--- config.mk ---
export PLATFORM = sky130hd
export DESIGN_NAME = fsm_cc8_param
export DESIGN_NICKNAME = d
export VERILOG_FILES = /design/src/rtl/fsm_cc8_param.sv
export SDC_FILE = /design/constraint.sdc
export NUM_CORES = 1
export LEC_CHECK = 0
export CAP_MARGIN = 20
export CORE_MARGIN = 8
export CORE_UTILIZATION = 60
export CTS_BUF_LIST = sky130_fd_sc_hd__clkbuf_2 sky130_fd_sc_hd__clkbuf_4 sky130_fd_sc_hd__clkbuf_8
export DETAILED_ROUTE_END_ITERATION = 7
export DONT_BUFFER_PORTS = 1
export MAX_ROUTING_LAYER = met4
export PLACE_DENSITY = 0.76
export SETUP_SLACK_MARGIN = 0.15
export SYNTH_ARGS = -nofsm -noshare
export SYNTH_HDL_FRONTEND = slang
export SYNTH_SLANG_ARGS = --single-unit
--- constraint.sdc ---
create_clock -name clk -period 6.1 [get_ports clk]
set_input_delay 0.305 -clock clk [delete_from_list [all_inputs] [get_ports clk]]
set_output_delay 0.305 -clock clk [all_outputs]
set_load 0.01 [all_outputs]
--- src/rtl/fsm_cc8_param.sv ---
// -----------------------------------------------------------------------------
// fsm_cc8_param
//
// Ten-state cc8 control sequencer with a bounded wait in S6 (timeout error),
// a bounded jump-hold loop in S3 (hold error) and selectable output alignment.
// The state register is one-hot and is exported for debug.
//
// Parameters:
//   TMO_W    width of the S6 wait counter and of tmo_lim
//   JMP_MAX  max consecutive S3 cycles with jmp held before a forced exit to S0
//            (0 disables the limit)
//   OUT_LA   1: y registered from decode(next state), so it matches state_o
//            0: y registered from decode(state), so it lags state_o by a cycle
//
// Ports:
//   clk      rising-edge clock
//   rst      synchronous active-high reset
//   go       start / continue request
//   jmp      jump to S3 (highest priority except S0 without go)
//   sk       skip select, sk[0]=sk0, sk[1]=sk1
//   tmo_lim  S6 wait limit in cycles, 0 disables the timeout
//   y        outputs, y[0]=y1, y[1]=y2, y[2]=y3
//   state_o  one-hot current state, bit n = Sn
//   tmo_err  one-cycle pulse in the first S9 cycle after an S6 timeout
//   jmp_err  one-cycle pulse in the first S0 cycle after the S3 hold limit
// -----------------------------------------------------------------------------
module fsm_cc8_param #(
    parameter int unsigned TMO_W   = 8,
    parameter int unsigned JMP_MAX = 16,
    parameter bit          OUT_LA  = 1'b1
) (
    input  logic             clk,
    input  logic             rst,
    input  logic             go,
    input  logic             jmp,
    input  logic [1:0]       sk,
    input  logic [TMO_W-1:0] tmo_lim,
    output logic [2:0]       y,
    output logic [9:0]       state_o,
    output logic             tmo_err,
    output logic             jmp_err
);

    typedef enum logic [9:0] {
        S0 = 10'b00_0000_0001,
        S1 = 10'b00_0000_0010,
        S2 = 10'b00_0000_0100,
        S3 = 10'b00_0000_1000,
        S4 = 10'b00_0001_0000,
        S5 = 10'b00_0010_0000,
        S6 = 10'b00_0100_0000,
        S7 = 10'b00_1000_0000,
        S8 = 10'b01_0000_0000,
        S9 = 10'b10_0000_0000
    } state_e;

    // Hold limit is reached on the JMP_MAX-th S3 cycle, i.e. when the
    // counter of already-completed S3 cycles equals JMP_MAX-1.
    localparam bit          HOLD_EN   = (JMP_MAX != 0);
    localparam logic [15:0] HOLD_LAST = 16'(JMP_MAX - 1);

    state_e           state_q, state_d;
    logic [2:0]       y_q, y_d;
    logic [TMO_W-1:0] wcnt_q, wcnt_d;
    logic [15:0]      hcnt_q, hcnt_d;
    logic             tmo_err_q, tmo_err_d;
    logic             jmp_err_q, jmp_err_d;

    logic [TMO_W:0]   wcnt_inc;
    logic             tmo_hit;
    logic             hold_last;

    // Output pattern listed as {y1,y2,y3}, returned in port order {y3,y2,y1}.
    function automatic logic [2:0] decode(input state_e s);
        logic y1, y2, y3;
        {y1, y2, y3} = 3'b000;
        case (s)
            S1:      {y1, y2, y3} = 3'b010;
            S3:      {y1, y2, y3} = 3'b110;
            S6, S9:  {y1, y2, y3} = 3'b111;
            S7:      {y1, y2, y3} = 3'b001;
            S8:      {y1, y2, y3} = 3'b011;
            default: {y1, y2, y3} = 3'b000;
        endcase
        return {y3, y2, y1};
    endfunction

    // Compare one bit wider than the counter so wcnt+1 can never wrap below
    // the limit; lowering tmo_lim under wcnt therefore fires immediately.
    assign wcnt_inc  = {1'b0, wcnt_q} + (TMO_W+1)'(1);
    assign tmo_hit   = (tmo_lim != '0) && (wcnt_inc >= {1'b0, tmo_lim});
    assign hold_last = HOLD_EN && (hcnt_q == HOLD_LAST);

    always_comb begin
        // NOTE: every signal gets a default before the case so no path leaves
        // it unassigned, which would otherwise infer a latch.
        state_d   = S0;
        tmo_err_d = 1'b0;
        jmp_err_d = 1'b0;

        case (state_q)
            S0: begin
                if (!go)      state_d = S0;
                else if (jmp) state_d = S3;
                else          state_d = S1;
            end
            S1: state_d = jmp ? S3 : S2;
            S2: state_d = jmp ? S3 : S9;
            S3: begin
                if (jmp && hold_last) begin
                    state_d   = S0;
                    jmp_err_d = 1'b1;
                end else if (jmp) begin
                    state_d = S3;
                end else begin
                    state_d = S4;
                end
            end
            S4: begin
                if (jmp)        state_d = S3;
                else if (sk[0]) state_d = S6;
                else            state_d = S5;
            end
            S5: begin
                if (jmp) begin
                    state_d = S3;
                end else begin
                    case (sk)
                        2'b00:   state_d = S6;
                        2'b01:   state_d = S7;
                        2'b10:   state_d = S8;
                        default: state_d = S9;
                    endcase
                end
            end
            S6: begin
                // go and jmp both outrank the timeout, so a collision is silent.
                if (jmp) begin
                    state_d = S3;
                end else if (go) begin
                    state_d = S7;
                end else if (tmo_hit) begin
                    state_d   = S9;
                    tmo_err_d = 1'b1;
                end else begin
                    state_d = S6;
                end
            end
            S7: state_d = jmp ? S3 : S8;
            S8: state_d = jmp ? S3 : S9;
            S9: state_d = jmp ? S3 : S0;
            // Any non-one-hot encoding, including all-zero, recovers to S0.
            default: state_d = S0;
        endcase

        // Counters run only while the machine stays in their state, so they
        // read zero on every entry.
        wcnt_d = '0;
        if (state_q == S6 && state_d == S6)
            wcnt_d = (wcnt_q == '1) ? wcnt_q : wcnt_inc[TMO_W-1:0];

        hcnt_d = '0;
        if (state_q == S3 && state_d == S3)
            hcnt_d = (hcnt_q == 16'hFFFF) ? hcnt_q : hcnt_q + 16'd1;

        y_d = OUT_LA ? decode(state_d) : decode(state_q);
    end

    always_ff @(posedge clk) begin
        // NOTE: non-blocking assignments so every flop samples pre-edge values.
        if (rst) begin
            state_q   <= S0;
            y_q       <= 3'b000;
            wcnt_q    <= '0;
            hcnt_q    <= '0;
            tmo_err_q <= 1'b0;
            jmp_err_q <= 1'b0;
        end else begin
            state_q   <= state_d;
            y_q       <= y_d;
            wcnt_q    <= wcnt_d;
            hcnt_q    <= hcnt_d;
            tmo_err_q <= tmo_err_d;
            jmp_err_q <= jmp_err_d;
        end
    end

    assign state_o = state_q;
    assign y       = y_q;
    assign tmo_err = tmo_err_q;
    assign jmp_err = jmp_err_q;

endmodule
# ---- Yosys cells after proc, flatten, opt, wreduce, memory -nomap -nowiden
# Cells that the tools add are included.
dict set report totals {
  in_bits 14
  elab_cells 69
  ff_bits 39
  out_inout_bits 15
}
dict set report classes {
  n_reduce_logical 14
  mux 21
  order_cmp 1
  n_eq_ne 21
  addsub 2
  n_bitwise 4
}
# operator n
set op_table {}
lappend op_table {{$pmux 10 s9} 1}
lappend op_table {{$mux 10} 5}
lappend op_table {{$pmux 10 s3} 1}
lappend op_table {{$eq 10x10->1 const B} 2}
lappend op_table {{$eq 10x2->1 const B} 2}
lappend op_table {{$eq 10x4->1 const B} 2}
lappend op_table {{$eq 10x7->1 const B} 2}
lappend op_table {{$eq 10x8->1 const B} 2}
lappend op_table {{$eq 10x9->1 const B} 2}
lappend op_table {{$add 16x1->16 const B} 1}
lappend op_table {{$eq 16x16->1 const B} 1}
lappend op_table {{$eq 16x4->1 const B} 1}
lappend op_table {{$mux 4} 4}
lappend op_table {{$mux 7} 2}
lappend op_table {{$eq 10x1->1 const B} 1}
lappend op_table {{$eq 10x3->1 const B} 1}
lappend op_table {{$eq 10x5->1 const B} 1}
lappend op_table {{$eq 10x6->1 const B} 1}
lappend op_table {{$mux 5} 2}
lappend op_table {{$add 8x1->9 const B} 1}
lappend op_table {{$ge 9x8->1} 1}
lappend op_table {{$mux 9} 1}
lappend op_table {{$eq 8x8->1 const B} 1}
lappend op_table {{$reduce_bool 8->1} 1}
lappend op_table {{other kinds (10)} 24}

# ---- Longest topological paths before layout
dict set report depth {
  ltp_word 11
  ltp_mapped 10
  ltp_nobuf 9
}

# ---- Worst setup path after synthesis
# No wires, ideal clock.
dict set report synth_timing {
  path_type {flip-flop to flip-flop}
  start {reg wcnt_q[0]}
  end {reg state_q[9], in the netlist state_o[9]}
  path_slack_ns 3.881
  arrival_time_ns 2.102
  stages_incl_launch_ff 11
  period_less_slack_ns 2.219
  n_path_buf 1
  required_time_ns 5.984
  setup_ns 0.116
  path_cell_list {dfxtp_1 ha_1 nand3_1 xnor2_1 ha_1 a21o_1 a21o_1 a21oi_1 o221ai_1 buf_2 a31o_2}
}
dict set report synth_between {
  elab_chain_len 7
}
# element line_no
set synth_lines {}
lappend synth_lines {{start: declaration} 64} ;# logic [TMO_W-1:0] wcnt_q, wcnt_d;
lappend synth_lines {{start signal: assignment} 181} ;# wcnt_q <= wcnt_d;
lappend synth_lines {{$add 8x1->9} 90} ;# assign wcnt_inc = {1'b0, wcnt_q} + (TMO_W+1)'(1);
lappend synth_lines {{named net wcnt_inc[4]} 69} ;# logic [TMO_W:0] wcnt_inc;
lappend synth_lines {{$ge 9x8->1} 91} ;# assign tmo_hit = (tmo_lim != '0) && (wcnt_inc >= {1'b0, tmo_lim});
lappend synth_lines {{$logic_and 1x1->1} 91}
lappend synth_lines {{$mux 10} 142} ;# end else if (tmo_hit) begin
lappend synth_lines {{$mux 10} 140} ;# end else if (go) begin
lappend synth_lines {{$mux 10} 138} ;# if (jmp) begin
lappend synth_lines {{$pmux 10 s9} 101} ;# case (state_q)
lappend synth_lines {{end signal: assignment} 179} ;# state_q <= state_d;
lappend synth_lines {{end: declaration} 62} ;# state_e state_q, state_d;
# The timed path passes the listed nets, and every way through them passes these cells.
# A chain may end at the register's enable or synchronous reset.

# ---- Final worst setup path
# Same ends and word-level chain as after synthesis.

==> qor.yml <==
nets: 293
r2r_cells: 9
p_per_area_nw_per_um2: 214.4
synth_edf_count: 0
synth_top_flop_cell: "dfxtp_1"
period_share_pct: 43.99
clk_pin_slew_worst_paths_ns: 0.08
holdCritPathClass: "in2reg"
synthCells: 276
path_class: "reg2reg"
die_h_um: 78.08
ir_drop_mv: 0.1434
synthXorXnorAreaFrac_pct: 7.955
power.leakage_nw: 0.9130
first_iter_violations: 191
ioPinCount: 29
routed_wl_um: 5072
rsz0062_at_grt: "no"
avgSynthCellArea_um2: 8.378
holdBufCountCts: 0
max_slew_margin_pct: 38.25
final_antenna_net_count: 0
ff2ff_setup_slack_ns: 3.42
cts_resized: 0
grt_overflow: 0
wire_per_inst_um: 15.95
synth_fa_ha_area_share_pct: 5.411
worstPathMaxFanout: 11
outcome: "finished, final reports clean"
n_antenna_cell: 0
numCtsBuffers: 5
setup_viol: 0
h-tree-depth: 2
antenna_found_initial: 0
dp.cells: 310
coreArea_um2: 3689
cts_sinks: 39
fp-row-count: 22
synth-simple-area-share_pct: 30.30
ys_ff_latch: 39
clk_latency_ns: 0.31
dieArea_um2: 6096
dr_total_vias: 1999
yosysWarnings: 0
tns_ns: 0
synth.net_count: 300
layout_commonest_cell: "dfxtp_1"
worstSetupStartpointType: "register"
r2r-end: "state_o[9]"
synth_top_family_by_area: "simple AND/OR/NAND/NOR gates"
track_usage_pct: 17.30
startpoint: "wcnt_q[0]"
finClkSkew_ns: 0.01314
via_per_inst: 6.286
maxCapViolCount: 0
synthDistinctLibCells: 57
io_buffer_count: 0
drc: 0
cts_setup_buffers: 0
gp_congestion: 0.9415
stdcell_count: 318
reg2reg_from: "wcnt_q[0]"
endpoint_kind: "register"
drive_gt1_share_pct: 9.259
critPathRequiredTime_ns: 6.31
netlist_area_um2: 2312
cts_tree: "built"
drt_first_pass_iters: 4
grt_pass1_vias: 1748
hold_violations: 0
mostFrequentLayoutCells: "dfxtp_1 (39), nor2_1 (33), o21ai_0 (14)"
initial_core_util_pct: 62.69
grt_max_degree: 14
cts_buffer_depth: 2
crit_arrival_ns: 2.89
yosysSeqAreaShare_pct: 33.77
period_needed_ns: 2.683
slew_viol_final: 0
worstMarginPinSlew_ns: 0.9262
crit_end: "state_o[9]"
dpl.hpwl_um: 3625
grt_pass1_wl_um: 8438
fmax_mhz: 372.7
muxShareOfSynthArea_pct: 0.9199
fp.dieW_um: 78.08
clock-root-buffer: "clkbuf_8"
synthArstFlopShare_pct: 0
synth_compound_area_share_pct: 16.23
syn2layout_area_growth_pct: 4.167
## final cells by class
type | instances | area [µm²]
Fill cell | 311 | 1280
Inverter | 13 | 48.80
Sequential cell | 39 | 780.7
Clock buffer | 5 | 68.82
Multi-Input combinational cell | 210 | 1406
Tap cell | 48 | 60.06
Clock inverter | 3 | 43.79
## cell usage after synthesis, types with 2 or more instances
| library cell | number | area, µm² |
|---|---|---|
| a31oi_1 | 2 | 12.51 |
| or2_2 | 2 | 12.51 |
| xnor2_1 | 9 | 78.83 |
| ha_1 | 10 | 125.1 |
| nand2_1 | 13 | 48.80 |
| dfxtp_1 | 39 | 780.8 |
| and3_2 | 2 | 15.01 |
| nor2b_1 | 4 | 25.02 |
| inv_1 | 13 | 48.80 |
| o211ai_1 | 3 | 22.52 |
| buf_4 | 2 | 15.01 |
| nand4_1 | 8 | 50.05 |
| nor4b_1 | 2 | 17.52 |
| o21ai_0 | 14 | 70.07 |
| buf_2 | 6 | 30.03 |
| o22ai_1 | 2 | 12.51 |
| o21a_1 | 2 | 15.01 |
| xor2_1 | 12 | 105.1 |
| nor4_1 | 10 | 62.56 |
| nor4_4 | 2 | 42.54 |
| nor3_2 | 2 | 20.02 |
| nor2_1 | 33 | 123.9 |
| a211oi_1 | 3 | 22.52 |
| and4_1 | 3 | 26.28 |
| nand2b_1 | 3 | 18.77 |
| and3_1 | 6 | 37.54 |
| a21o_1 | 3 | 22.52 |
| nand3_1 | 9 | 45.04 |
| o2111ai_1 | 2 | 17.52 |
| nor3b_1 | 2 | 15.01 |
| a21oi_1 | 13 | 65.06 |
| a311oi_1 | 2 | 17.52 |
| nor3_1 | 8 | 40.04 |
| and2_1 | 4 | 25.02 |
| clkbuf_1 | 4 | 15.01 |
## worst min path at each step
stage,to,from,cells past startpoint
finish,state_o[4],rst,1
global route,state_o[4],rst,1
CTS,state_o[6],rst,1
detailed placement,state_o[6],rst,1
global placement,state_o[6],rst,1
floorplan,hcnt_q[1],hcnt_q[1],2
## worst max-delay path, stage by stage, from the launching register on
cell	delay [ns]
dfxtp_1	0.44
ha_1	0.26
nand3_1	0.11
xnor2_1	0.19
ha_1	0.28
a21o_1	0.17
a21o_1	0.17
a21oi_1	0.14
o221ai_1	0.42
a31o_2	0.39
## power breakdown
| group | internal [mW] | leakage [nW] | switching, mW |
|---|---|---|---|
| clock network | 0.122 | 0.0581 | 0.101 |
| registers | 0.258 | 0.315 | 0.00786 |
| logic | 0.0126 | 0.540 | 0.0155 |
## metrics by stage
stage	util (%)	total power, mW	setup WS [ns]	cell area [µm²]	hold WS, ns
after floorplan	-	0.2958	3.881	2312	0.4617
after global placement	62.25	0.2990	3.558	2296	0.3801
after detailed placement	62.25	0.2996	3.446	2296	0.3826
after CTS	65.30	0.5192	3.464	2409	0.05400
after global routing	65.30	0.5359	3.215	2409	0.04682
final	65.30	0.5164	3.417	2409	0.05706
## registers in the layout (all words and copies together) (netlist names)
signal   cells
state_o     10
jmp_err      1
hcnt_q      16
tmo_err      1
wcnt_q       8
y            3
## metal layers
layer / global-route usage [%] / wire length, µm / vias up / part of all wire (%)
li1: - / - / 990 / -
met1: 21.78 / 2279 / 919 / 45
met2: 24.52 / 2271 / 84 / 45
met3: 7.289 / 451 / 6 / 8.9
met4: 5.185 / 70 / 0 / 1.4
met5: - / 0 / - / 0
## cell families (layout without fill, tap and decap cells)
kind of cell               Yosys count  in the layout
adders and majority gates           10             10
and+or+nand+nor                    121            121
AOI/OAI and AO/OA                   56             56
buffers and inverters               27             21
DFF                                 39             39
muxes                                2              2
xor gates and xnor gates            21             21
(Power assumes the default switching activity.)
